==> src/rtl/jk_pkg.sv <==
// rtl/jk_pkg.sv - JK cell control encodings and excitation helper for jk_mod_counter
package jk_pkg;

  localparam logic [1:0] JK_HOLD = 2'b00;
  localparam logic [1:0] JK_CLR  = 2'b01;
  localparam logic [1:0] JK_SET  = 2'b10;
  localparam logic [1:0] JK_TGL  = 2'b11;

  // {J,K} that moves a cell from cur to nxt; a held bit always gets 00
  function automatic logic [1:0] jk_excite(input logic cur, input logic nxt);
    return cur ? {1'b0, ~nxt} : {nxt, 1'b0};
  endfunction

endpackage

==> src/rtl/jk_cell.sv <==
// rtl/jk_cell.sv - single JK flip-flop bit, async active-low reset to 0
module jk_cell
  import jk_pkg::*;
(
  input  logic clk,
  input  logic rst,
  input  logic j,
  input  logic k,
  output logic q,
  output logic qn
);

  always_ff @(posedge clk or negedge rst) begin
    if (!rst) begin
      q <= 1'b0;
    end else begin
      case ({j, k})
        JK_HOLD: q <= q;
        JK_CLR:  q <= 1'b0;
        JK_SET:  q <= 1'b1;
        JK_TGL:  q <= ~q;
        default: q <= q;
      endcase
    end
  end

  assign qn = ~q;

endmodule

==> src/rtl/jk_mod_counter.sv <==
// rtl/jk_mod_counter.sv - modulo-N up/down counter built from JK cells
// Macro JK_CNT_SAT_EN selects saturation at the ends instead of modular wrap.
module jk_mod_counter
  import jk_pkg::*;
#(
  parameter int WIDTH   = 4,
  parameter int MODULUS = 10
) (
  input  logic             clk,
  input  logic             rst,
  input  logic             en,
  input  logic             up,
  input  logic             ld,
  input  logic [WIDTH-1:0] ld_val,
  output logic [WIDTH-1:0] q,
  output logic [WIDTH-1:0] qn,
  output logic             tc,
  output logic             wrap,
  output logic             ld_err
);

  // One extra bit so MODULUS == 2**WIDTH is representable in the compares
  localparam logic [WIDTH:0] MOD_W   = (WIDTH+1)'(MODULUS);
  localparam logic [WIDTH:0] MOD_TOP = (WIDTH+1)'(MODULUS - 1);

  logic [WIDTH:0]   cur_w;
  logic             at_top;
  logic             at_zero;
  logic             ld_ok;
  logic [WIDTH-1:0] nxt;

  assign cur_w   = {1'b0, q};
  assign at_top  = (cur_w == MOD_TOP);
  assign at_zero = (cur_w == '0);
  assign ld_ok   = ({1'b0, ld_val} < MOD_W);
  assign tc      = en & ~ld & ((up & at_top) | (~up & at_zero));

  always_comb begin
    nxt = q;
    if (ld) begin
      nxt = ld_ok ? ld_val : WIDTH'(MOD_TOP);
    end else if (tc) begin
`ifdef JK_CNT_SAT_EN
      nxt = q;
`else
      nxt = up ? '0 : WIDTH'(MOD_TOP);
`endif
    end else if (en) begin
      nxt = up ? WIDTH'(cur_w + 1'b1) : WIDTH'(cur_w - 1'b1);
    end
  end

  for (genvar i = 0; i < WIDTH; i++) begin : g_bit
    logic [1:0] jk;
    assign jk = jk_excite(q[i], nxt[i]);
    jk_cell u_cell (
      .clk (clk),
      .rst (rst),
      .j   (jk[1]),
      .k   (jk[0]),
      .q   (q[i]),
      .qn  (qn[i])
    );
  end

  always_ff @(posedge clk or negedge rst) begin
    if (!rst) begin
      wrap   <= 1'b0;
      ld_err <= 1'b0;
    end else begin
      wrap   <= tc;
      ld_err <= ld & ~ld_ok;
    end
  end

endmodule

==> config.mk <==
export PLATFORM = sky130hd
export DESIGN_NAME = jk_mod_counter
export DESIGN_NICKNAME = d
export VERILOG_FILES = /design/src/rtl/jk_pkg.sv /design/src/rtl/jk_cell.sv /design/src/rtl/jk_mod_counter.sv
export SDC_FILE = /design/constraint.sdc
export NUM_CORES = 1
export LEC_CHECK = 0
export ABC_AREA = 1
export BUFFER_PORTS_ARGS = -buffer_cell sky130_fd_sc_hd__clkbuf_2
export CAP_MARGIN = 20
export CORE_AREA = 2 2 39 41
export CTS_CLUSTER_SIZE = 28
export DETAILED_ROUTE_END_ITERATION = 7
export DIE_AREA = 0 0 41 43
export HOLD_SLACK_MARGIN = 0.02
export PLACE_DENSITY = 0.73
export REMOVE_ABC_BUFFERS = 1
export SKIP_LAST_GASP = 1
export SLEW_MARGIN = 20
export SYNTH_ARGS = -nofsm -noshare
export SYNTH_HDL_FRONTEND = slang
export SYNTH_SLANG_ARGS = --single-unit
==> constraint.sdc <==
create_clock -name clk -period 5.61 [get_ports clk]
set_clock_uncertainty 0.15 [all_clocks]
set_input_delay 0.561 -clock clk [delete_from_list [all_inputs] [get_ports clk]]
set_output_delay 0.561 -clock clk [all_outputs]
set_load 0.05 [all_outputs]
== After elaboration in Yosys (flattened, before gate mapping) ==
Index checks and enable logic that the tools add are counted.

* $add $sub $neg: 2
* Order comparisons: 1
* Equality and inequality tests: 13
* Multiplexer cells: 14
* Bitwise operators: 17
* Reductions and logical operators: 5

{| class="wikitable"
|+ Operators by type and width
! kind !! number
|-
| 4-bit 2-to-1 mux || 6
|-
| 2-bit == test, second input constant || 8
|-
| 1-bit case mux with 3 select lines || 4
|-
| 1-bit inverter || 11
|-
| 2-bit by 1-bit == test with 1-bit output, second input constant || 4
|-
| 2-bit zero test || 4
|-
| 2-bit 2-to-1 mux || 4
|-
| 1-bit bitwise AND || 5
|-
| 5-bit zero test || 1
|-
| 4-bit by 1-bit adder with 4-bit output, second input constant || 1
|-
| 4-bit == test, second input constant || 1
|-
| 4-bit less-than comparator, second input constant || 1
|-
| 4-bit by 1-bit subtractor with 4-bit output, second input constant || 1
|-
| 1-bit bitwise OR || 1
|}

* Register bits: 6
* Input port bits: 9
* Output and inout port bits: 11

== Logic depth before layout (Yosys ltp) ==
Gate-level depths: netlist (run 1).

* Word-level depth: 10
* Gate-level depth with buffers: 13
* Gate-level depth less buffers: 13

== Modules after synthesis ==
A second synthesis (run 1) with hierarchy kept.

* Cell total of the unflattened synthesis: 90
* Area total of the unflattened synthesis: 578.1 um^2

{| class="wikitable"
|+ By module, submodules not included
! module !! times used !! cells each !! area an instance (um^2) !! sequential area each (um^2)
|-
| jk_mod_counter || 1 || 66 || 382.9 || 50.0
|-
| jk_cell || 4 || 6 || 48.8 || 25.0
|}

== Worst setup path before layout (run 1) ==
OpenSTA, ideal clock, no wires.

* Kind: in2reg
* From: input port up
* To: register g_bit[3].u_cell.q
* Library setup time: 125 ps
* Arrival time: 1798 ps
* Path slack: 3537 ps
* Stages: 13
* Buffers on the path: 0
* Path through: inv_1 -> ha_1 -> nand2_1 -> nand2_1 -> nor2_1 -> nand2_1 -> nand3_1 -> nand2_1 -> nand2_1 -> a21oi_2 -> ha_1 -> nor2_1 -> a21oi_1

* Word-level cells in the longest chain between the ends: 10

{| class="wikitable"
|+ RTL lines
! what !! line !! RTL
|-
| start, declared || jk_mod_counter.sv:12 || <nowiki>input logic up,</nowiki>
|-
| 1-bit inverter || jk_mod_counter.sv:36 || <nowiki>assign tc = en & ~ld & ((up & at_top) | (~up & at_zero));</nowiki>
|-
| 1-bit bitwise AND || jk_mod_counter.sv:36 ||
|-
| 1-bit bitwise OR || jk_mod_counter.sv:36 ||
|-
| 1-bit bitwise AND || jk_mod_counter.sv:36 ||
|-
| 4-bit 2-to-1 mux (*) || jk_mod_counter.sv:42 || <nowiki>end else if (tc) begin</nowiki>
|-
| 4-bit 2-to-1 mux (*) || jk_mod_counter.sv:40 || <nowiki>if (ld) begin</nowiki>
|-
| 1-bit inverter || jk_pkg.sv:11 || <nowiki>return cur ? {1'b0, ~nxt} : {nxt, 1'b0};</nowiki>
|-
| 2-bit 2-to-1 mux (*) || jk_pkg.sv:11 ||
|-
| 2-bit == test / 2-bit by 1-bit == test with 1-bit output (equally long branches) || jk_cell.sv:17 || <nowiki>case ({j, k})</nowiki>
|-
| 1-bit case mux with 3 select lines || jk_cell.sv:17 ||
|-
| end signal, assigned || jk_cell.sv:18 || <nowiki>JK_HOLD: q <= q;</nowiki>
|-
| end signal, assigned || jk_cell.sv:21 || <nowiki>JK_TGL: q <= ~q;</nowiki>
|-
| end signal, assigned || jk_cell.sv:22 || <nowiki>default: q <= q;</nowiki>
|-
| end, declared || jk_cell.sv:9 || <nowiki>output logic q,</nowiki>
|}

Mark *: on every way between the ends. The rest lies on a longest branch, timed or not.
A chain may end at the register's enable or synchronous reset.

== Worst setup path in the final report (run 1) ==
* From: register g_bit[0].u_cell.q
* To: register g_bit[2].u_cell.q

* Word-level cells in the longest chain between the ends: 10

{| class="wikitable"
|+ RTL lines
! what !! line
|-
| start, declared || jk_cell.sv:9
|-
| start signal, assigned || jk_cell.sv:18
|-
| start signal, assigned || jk_cell.sv:21
|-
| start signal, assigned || jk_cell.sv:22
|-
| parallel branches: the longest is 4 deep, another holds 4-bit by 1-bit subtractor with 4-bit output || -
|-
| 4-bit 2-to-1 mux (*) || jk_mod_counter.sv:42
|-
| 4-bit 2-to-1 mux (*) || jk_mod_counter.sv:40
|-
| 1-bit inverter || jk_pkg.sv:11
|-
| 2-bit 2-to-1 mux (*) || jk_pkg.sv:11
|-
| 2-bit == test / 2-bit by 1-bit == test with 1-bit output (equally long branches) || jk_cell.sv:17
|-
| 1-bit case mux with 3 select lines || jk_cell.sv:17
|-
| end signal, assigned || jk_cell.sv:18
|-
| end signal, assigned || jk_cell.sv:21
|-
| end signal, assigned || jk_cell.sv:22
|-
| end, declared || jk_cell.sv:9
|}

Mark *: on every way between the ends.

==> results of run 1 <==
[per-layer routing]
| layer | wire length, um | GRT usage (%) | up-vias |
|---|---|---|---|
| li1 | - | - | 292 |
| met5 | 0 | 0 | - |
| met1 | 482 | 20.6 | 243 |
| met2 | 553 | 25.9 | 13 |
| met3 | 54 | 1.57 | 0 |
| met4 | 0 | 6.00 | 0 |
[cells in the final DEF (no fill, tap or decap), types with 2 or more instances in the layout]
| cell | n |
|---|---|
| nand2_1 | 21 |
| clkbuf_2 | 19 |
| nor2_1 | 12 |
| inv_1 | 11 |
| ha_1 | 6 |
| dfrtp_1 | 6 |
| a21oi_1 | 4 |
| o21ai_0 | 3 |
| nand3_1 | 3 |
| clkbuf_4 | 3 |
| nor2_2 | 2 |
| o31ai_1 | 2 |
[power by group through the flow]
stage,clock (mW),combinational (mW),sequential (mW)
4_1_cts,0.0408,0.304,0.0838
6_report,0.0394,0.301,0.0838
3_3_place_gp,0,0.295,0.0832
3_5_place_dp,0,0.302,0.0843
2_1_floorplan,0,0.187,0.135
5_1_grt,0.0431,0.333,0.0869
[worst max-delay path by stage]
stage | startpoint | end | slack [ps] | depth (start not counted)
after CTS | g_bit[0].u_cell.q$_DFFE_PN0P_ | g_bit[2].u_cell.q$_DFFE_PN0P_ | 3430 | 8
after global placement | up | g_bit[3].u_cell.q$_DFFE_PN0P_ | 3290 | 14
after floorplan | g_bit[0].u_cell.q$_DFFE_PN0P_ | g_bit[1].u_cell.q$_DFFE_PN0P_ | 2920 | 8
final | g_bit[0].u_cell.q$_DFFE_PN0P_ | g_bit[2].u_cell.q$_DFFE_PN0P_ | 3440 | 8
after detailed placement | up | g_bit[3].u_cell.q$_DFFE_PN0P_ | 3250 | 14
after global routing | g_bit[0].u_cell.q$_DFFE_PN0P_ | g_bit[2].u_cell.q$_DFFE_PN0P_ | 3200 | 8
[flip-flops by register name, summed over array words and instances (netlist names)]
| name | count |
|---|---|
| wrap | 1 |
| ld_err | 1 |
| g_bit.u_cell.q | 4 |
[worst min-delay path, stage by stage]
cell      delay [ps]
clkbuf_2          90
o21ai_0           90
nor2_1            50
[logic make-up after synthesis]
| logic type | count (synthesis) | share of synthesized area (%) |
|---|---|---|
| DFF | 6 | 25.0 |
| AOI/OAI and AO/OA | 12 | 11.7 |
| adders and majority gates | 7 | 15.8 |
| buffers and inverters | 21 | 19.4 |
| and+or+nand+nor | 40 | 28.1 |
[stage by stage]
step / std cells / hold slack (ps) / util, % / worst slack, ps
2_1_floorplan: 77 / 115 / - / 2920
3_3_place_gp: 112 / 249 / 46.6 / 3290
3_5_place_dp: 112 / 252 / 46.6 / 3250
4_1_cts: 116 / 434 / 48.9 / 3430
5_1_grt: 116 / 470 / 48.9 / 3200
6_report: 116 / 441 / 48.9 / 3440
[synthesized netlist by cell type, drive strengths merged]
| library cell | count |
|---|---|
| nand2 | 22 |
| nor2 | 15 |
| inv | 12 |
| buf | 9 |
| dfrtp | 6 |
| ha | 6 |
| a21oi | 5 |
| o21ai | 4 |
| nand3 | 3 |
| o31ai | 2 |
| fa | 1 |
| o22ai | 1 |
[final cells by class]
class | count | area (sq um)
fill | 144 | 707
multi-input combinational | 59 | 334
sequential | 6 | 150
inverter | 12 | 45.0
clock buffer | 3 | 22.5
timing repair buffer | 20 | 105
tap | 16 | 20.0
==> flow_summary.ini, run 1 <==
[worst_hold_path]
whs_endpoint = ld_err$_DFF_PN0_
hold_depth = 3
min_path_type = input pin to flop
hold_start = ld_val[3]

[critical_path]
crit_family = adder cells
worstSetupStartpointType = flop
max_stage_delay_ps = 450
arrival_ps = 2140
r2r-start = g_bit[0].u_cell.q$_DFFE_PN0P_
worstPathRequired_ps = 5590
worstReg2RegEnd = g_bit[2].u_cell.q$_DFFE_PN0P_
path_buf_inv = 1
cp_common_cell = nor2_1
crit_path_end_kind = flop
path_cells = inv_1 -> fa_1 -> nor2_1 -> o22ai_1 -> o31ai_1 -> ha_1 -> nor2_1 -> a21oi_1
reg2reg_slack_ps = 3440
path_class = flop to flop
cp_max_fo = 7
reg2regPathDepth = 8
slowest_stage = dfrtp_1

[clock_network]
ctsResizeCount = 0
clk_pin_slew_ps = 50
postCtsSetupBuffers = 0
cts-buffers-inserted = 3
clk_latency_ps = 240
ctsHoldBuffers = 1
cts.sinks = 6
cts_tree = built
cts.path.max_buffers = 2
cts_root_buf = clkbuf_4
h-tree-depth = 1

[synthesis]
syn_area_per_cell_sq_um = 6.98
seq_area_frac_synth_pct = 25.0
synth_area_leaders = dfrtp_1 25%, nand2_1 13%, ha_1 13%
synth_top_area_cell = dfrtp_1
ys_warn_count = 0
syn-instance-count = 86
ys_types = 19
synth-seq-cells = 6
yosysTopAreaCellShare_pct = 25.0
synth_area_sq_um = 601

[timing]
rsz0062_at_grt = false
slew_headroom_pct = 81.4
hold_viol_final = 0
setup_viol = 0
drv_slew = 0
period_minus_slack_ps = 2170
tns_ps = 0
tightest_slew_ps = 281
fmax_ghz = 0.462
fin_crit_sh_pct = 38.6

[power_and_ir_drop]
swShare_pct = 59.9
vdd_drop_max_uv = 306
switchingPower_mw = 0.254
pwr-share-seq_pct = 19.8
p_int_mw = 0.170
finalPower_mw = 0.424
p_per_area_nw_per_um2 = 626
p_leak_nw = 0.399
p_clk_share_pct = 9.3
combPwrFrac_pct = 70.9

[drt]
dr.pass1.iters = 4
wl_per_cell_um = 9.40
vias_per_cell = 4.72
drt_iter0_drc = 8
antenna_left = 0
drt-total-wl_um = 1090
drc = 0
vias = 548

[job]
maxCapViolCount = 0

[global_route]
grt_max_degree = 10
antenna_found_initial = 0
grt_pass1_vias = 487
overflow = 0
track_usage_pct = 15.9
grt_first_pass_wirelength_um = 1970

[layout]
syn_to_final_growth_pct = 12.7
fin_nets = 118
drive_above_1_share_pct = 28.0
insertedDiodeCount = 0
finalInstanceArea_sq_um = 677

[floorplan]
io_pins = 20
dieArea_sq_um = 1760
initial_core_util_pct = 43.4
die_w_um = 41
dieHeight_um = 43
rows = 14
coreArea_sq_um = 1380

[place]
placed_cell_area_sq_um = 644
io_buffers = 19
gp_congestion = 0.830
dp_hpwl_um = 928

[outcome]
status = finished clean
(Power assumes the default switching activity.)
==> run 2: changes to the inputs <==
Clock period 5.61 ns to 2 ns, I/O delays scaled along.
==> flow_summary.ini, run 2 (synthesis gave the netlist of run 1 again) <==
[timing]
tightest_slew_ps = 279
fmax_ghz = 0.510
period_minus_slack_ps = 1960
fin_crit_sh_pct = 98.1
setup_viol = 0
timing.final.ws_setup_ps = 38.2
slew_headroom_pct = 81.5
drv_slew = 0
rsz0062_at_grt = true
hold_viol_final = 0

[drt]
drt-total-wl_um = 1230
antenna_left = 0
vias_per_cell = 4.64
drc = 0
vias = 585
dr.pass1.iters = 4
drt_iter0_drc = 11
wl_per_cell_um = 9.73

[critical_path]
worstPathRequired_ps = 1990
crit_path_end_kind = flop
worstReg2RegEnd = g_bit[1].u_cell.q$_DFFE_PN0P_
path_class = flop to flop
reg2reg_slack_ps = 40
r2r-start = g_bit[1].u_cell.q$_DFFE_PN0P_
reg2regPathDepth = 8
worstSetupStartpointType = flop
arrival_ps = 1950
cp_max_fo = 2

[global_route]
track_usage_pct = 17.6
grt_max_degree = 10
overflow = 0
antenna_found_initial = 0
grt_first_pass_wirelength_um = 2100
grt_pass1_vias = 510

[clock_network]
cts-buffers-inserted = 3
cts_tree = built
clk_pin_slew_ps = 60
h-tree-depth = 1
cts_root_buf = clkbuf_4
cts.sinks = 6
cts.path.max_buffers = 2
clk_latency_ps = 250

[job]
maxCapViolCount = 0

[layout]
fin_nets = 128
syn_to_final_growth_pct = 33.3
regMostFlops = g_bit.u_cell.q
insertedDiodeCount = 0
top_regs = g_bit.u_cell.q x4, ld_err x1, wrap x1
fillers = 125
largest_reg_flops = 4
final_cell_mix = 21 x nand2_1, 19 x clkbuf_2, 9 x nor2_1, 9 x buf_4, 8 x inv_1
final_common_cell = nand2_1
drive_above_1_share_pct = 44.5
final_cell_count_no_fill = 126

[place]
dp_hpwl_um = 928
io_buffers = 19
dpl_worst_slack_ps = -10.7
dp.cells = 118
gp_congestion = 0.817

[worst_hold_path]
hold_start = ld_val[3]
min_path_type = input pin to flop
whs_endpoint = ld_err$_DFF_PN0_
hold_depth = 3

[power_and_ir_drop]
vdd_drop_max_uv = 1160
finalPower_mw = 1.41
p_per_area_nw_per_um2 = 1760
p_leak_nw = 0.449

[floorplan]
die_w_um = 41
dieHeight_um = 43
rows = 14
initial_core_util_pct = 43.4
dieArea_sq_um = 1760
io_pins = 20
coreArea_sq_um = 1380

[outcome]
status = finished clean
[run 2: power by group]
group          leakage, nW  internal [mW]  total (mW)  switching, mW
combinational        0.360          0.391        1.08          0.688
clock               0.0138         0.0683       0.118         0.0494
sequential          0.0745          0.171       0.210         0.0398
total                0.449          0.630        1.41          0.778
[run 2: layout make-up]
class	count	area [sq um]	share of cell area (%)
tap	16	20.0	2.50
clock buffer	3	22.5	2.81
timing repair buffer	30	184	23.0
inverter	12	45.0	5.62
multi-input combinational	59	379	47.3
sequential	6	150	18.8
[run 2: stage by stage]
| step | area, sq um | setup TNS (ps) | utilization, % | hold WS, ps |
|---|---|---|---|---|
| after CTS | 737 | 0 | 53.3 | 86.6 |
| after detailed placement | 689 | -10.7 | 49.8 | -109 |
| after floorplan | 529 | -1610 | - | -246 |
| final | 801 | 0 | 57.9 | 92.7 |
| after global routing | 801 | -259 | 57.9 | 115 |
| after global placement | 689 | 0 | 49.8 | -112 |
[run 2: repair_timing]
| action | in CTS | in global routing |
|---|---|---|
| hold buffers | 1 | 0 |
| pin swaps | 1 | 7 |
| buffers inserted | 2 | 2 |
| hold endpoints to repair | 6 | 0 |
| setup endpoints to repair | 1 | 3 |
| cloned | 0 | 0 |
| resized for setup | 0 | 12 |
[run 2: worst max path at each step]
stage                                              from                            end  slack [ps]  cells past startpoint
after floorplan           g_bit[0].u_cell.q$_DFFE_PN0P_  g_bit[1].u_cell.q$_DFFE_PN0P_        -690                      8
after global placement    g_bit[1].u_cell.q$_DFFE_PN0P_  g_bit[1].u_cell.q$_DFFE_PN0P_           3                      8
after detailed placement  g_bit[1].u_cell.q$_DFFE_PN0P_  g_bit[1].u_cell.q$_DFFE_PN0P_         -10                      8
after CTS                 g_bit[0].u_cell.q$_DFFE_PN0P_  g_bit[1].u_cell.q$_DFFE_PN0P_          10                      8
after global routing      g_bit[0].u_cell.q$_DFFE_PN0P_  g_bit[2].u_cell.q$_DFFE_PN0P_        -100                      8
final                     g_bit[1].u_cell.q$_DFFE_PN0P_  g_bit[1].u_cell.q$_DFFE_PN0P_          40                      8
[run 2: layer usage]
layer / GRT usage [%] / part of all wire [%] / vias up
li1: - / - / 312
met3: 1.57 / 3.9 / 4
met2: 24.7 / 50 / 18
met1: 25.6 / 44 / 251
met5: 0 / 0 / -
met4: 10.0 / 1.8 / 0
[run 2: critical path, stage by stage, from the launching register on]
cell     delay [ps]
dfrtp_1         400
inv_2            70
fa_2            420
nand2_1          70
o21ai_0          80
o31ai_1         260
ha_1            290
nor2_2           80
a21oi_1          40
==> run 3: changes to the inputs <==
Settings changed: CTS_BUF_LIST set to sky130_fd_sc_hd__clkbuf_8, REMOVE_ABC_BUFFERS 1 to unset.
==> flow_summary.ini, run 3 (synthesis gave the netlist of run 1 again) <==
[timing]
fin_crit_sh_pct = 98.0
hold_viol_final = 0
slew_headroom_pct = 81.2
setup_viol = 0
period_minus_slack_ps = 1960
fmax_ghz = 0.510
tightest_slew_ps = 284
rsz0062_at_grt = true
drv_slew = 0

[power_and_ir_drop]
p_leak_nw = 0.460
finalPower_mw = 1.49
switchingPower_mw = 0.806
pwr-share-seq_pct = 14.4
swShare_pct = 54.0
vdd_drop_max_uv = 765
p_per_area_nw_per_um2 = 1800
p_clk_share_pct = 12.3
p_int_mw = 0.686
combPwrFrac_pct = 73.3

[drt]
routed.top_layer = met4
vias = 620
wl_met3_um = 74
drt-total-wl_um = 1480
vias_per_cell = 4.88
drt_iter0_drc = 6
drt-met1-wl_um = 663
wl_per_cell_um = 11.6
drc = 0
wl_met2_um = 712
antenna_left = 0
dr.pass1.iters = 4

[critical_path]
worstSetupStartpointType = flop
path_class = flop to flop
reg2regPathDepth = 8
path_cells = inv_2 -> fa_1 -> nand2_1 -> o21ai_1 -> o31ai_2 -> ha_1 -> nor2_1 -> a21oi_1
slowest_stage = dfrtp_2
crit_start = g_bit[1].u_cell.q$_DFFE_PN0P_
path_buf_inv = 1
worstPathRequired_ps = 1950
cp_max_fo = 2
max_stage_delay_ps = 410
worstReg2RegEnd = g_bit[1].u_cell.q$_DFFE_PN0P_
arrival_ps = 1910
crit_path_end_kind = flop
crit_family = adder cells
reg2reg_slack_ps = 40
r2r-start = g_bit[1].u_cell.q$_DFFE_PN0P_
cp_num_cells = 8
critPathCapture = g_bit[1].u_cell.q$_DFFE_PN0P_

[global_route]
overflow = 0
grt_first_pass_wirelength_um = 2330
track_usage_pct = 19.5
antenna_found_initial = 0
grt_max_degree = 10
grt_pass1_vias = 554

[floorplan]
dieArea_sq_um = 1760
rows = 14
coreArea_sq_um = 1380
io_pins = 20
initial_core_util_pct = 43.4
die_w_um = 41
dieHeight_um = 43

[place]
dp_hpwl_um = 1040
dp.cells = 118
gp_congestion = 0.786
placed_cell_area_sq_um = 689
io_buffers = 19

[clock_network]
clk_latency_ps = 220
clk_pin_slew_ps = 40
cts.sinks = 6
cts.path.max_buffers = 2
h-tree-depth = 1
cts-buffers-inserted = 3
cts_root_buf = clkbuf_8
cts_tree = built

[job]
maxCapViolCount = 0

[layout]
regMostFlops = g_bit.u_cell.q
top_regs = g_bit.u_cell.q x4, ld_err x1, wrap x1
insertedDiodeCount = 0
syn_to_final_growth_pct = 37.9
final_common_cell = nand2_1
final_cell_mix = 21 x nand2_1, 18 x clkbuf_2, 12 x nor2_1
seq_area_sq_um = 151
fin_nets = 129
finalInstanceArea_sq_um = 828
largest_reg_flops = 4
final_cell_count_no_fill = 127
multiInputGateArea_sq_um = 377
drive_above_1_share_pct = 42.3
fillers = 126

[synthesis]
syn_nets = 102

[worst_hold_path]
min_path_type = input pin to flop
hold_start = ld_val[3]

[outcome]
status = finished clean
==> run 3: per-stage QoR <==
step | utilization, % | setup WS (ps) | setup TNS (ps) | hold WS, ps
CTS | 56.5 | -6.32 | -6.32 | 103
global route | 59.9 | -108 | -225 | 149
finish | 59.9 | 40.5 | 0 | 96.3
floorplan | - | 24.2 | 0 | -246
detailed placement | 49.8 | -95.3 | -117 | -107
global placement | 49.8 | -2.14 | -2.14 | -111
==> run 3: worst reg2reg max path, delay by kind of cell (launching register included) <==
family / cells / cell delay (ps)
adders and majority gates: 2 / 680
DFF: 1 / 410
AOI/OAI and AO/OA: 3 / 360
and+or+nand+nor: 2 / 180
buffers and inverters: 1 / 70
==> run 3: worst min path at each step <==
stage               slack (ps)                            end  depth (start not counted)
finish                     100               ld_err$_DFF_PN0_                          3
global route               150               ld_err$_DFF_PN0_                          3
CTS                        100               ld_err$_DFF_PN0_                          3
detailed placement        -110                 wrap$_DFF_PN0_                          1
global placement          -110  g_bit[1].u_cell.q$_DFFE_PN0P_                          1
floorplan                 -250  g_bit[0].u_cell.q$_DFFE_PN0P_                          0
==> run 3: metal layers <==
metal | vias up | global-route usage [%]
met5 | - | 0
met1 | 279 | 26.0
met2 | 18 | 29.1
li1 | 319 | -
met4 | 0 | 7.33
met3 | 4 | 5.24
==> run 3: power groups by stage <==
stage               sequential, mW  clock [mW]  combinational [mW]
floorplan                    0.229           0               0.800
global placement             0.210           0               0.914
detailed placement           0.215           0               0.943
CTS                          0.207       0.186                1.03
global route                 0.223       0.195                1.20
finish                       0.215       0.184                1.09
==> run 3: layout make-up <==
class,instances,area share (%)
Tap cell,16,2.42
Multi-Input combinational cell,59,45.5
Inverter,12,5.44
Timing Repair Buffer,31,23.4
Sequential cell,6,18.3
Clock buffer,3,4.98
==> run 3: timing repair <==
| action | CTS | global route |
|---|---|---|
| pin swaps | 3 | 4 |
| buffers inserted | 3 | 2 |
| hold buffers | 1 | 0 |
| resized for setup | 6 | 7 |
| endpoints found under the hold margin | 6 | 0 |
| setup endpoints to repair | 2 | 4 |
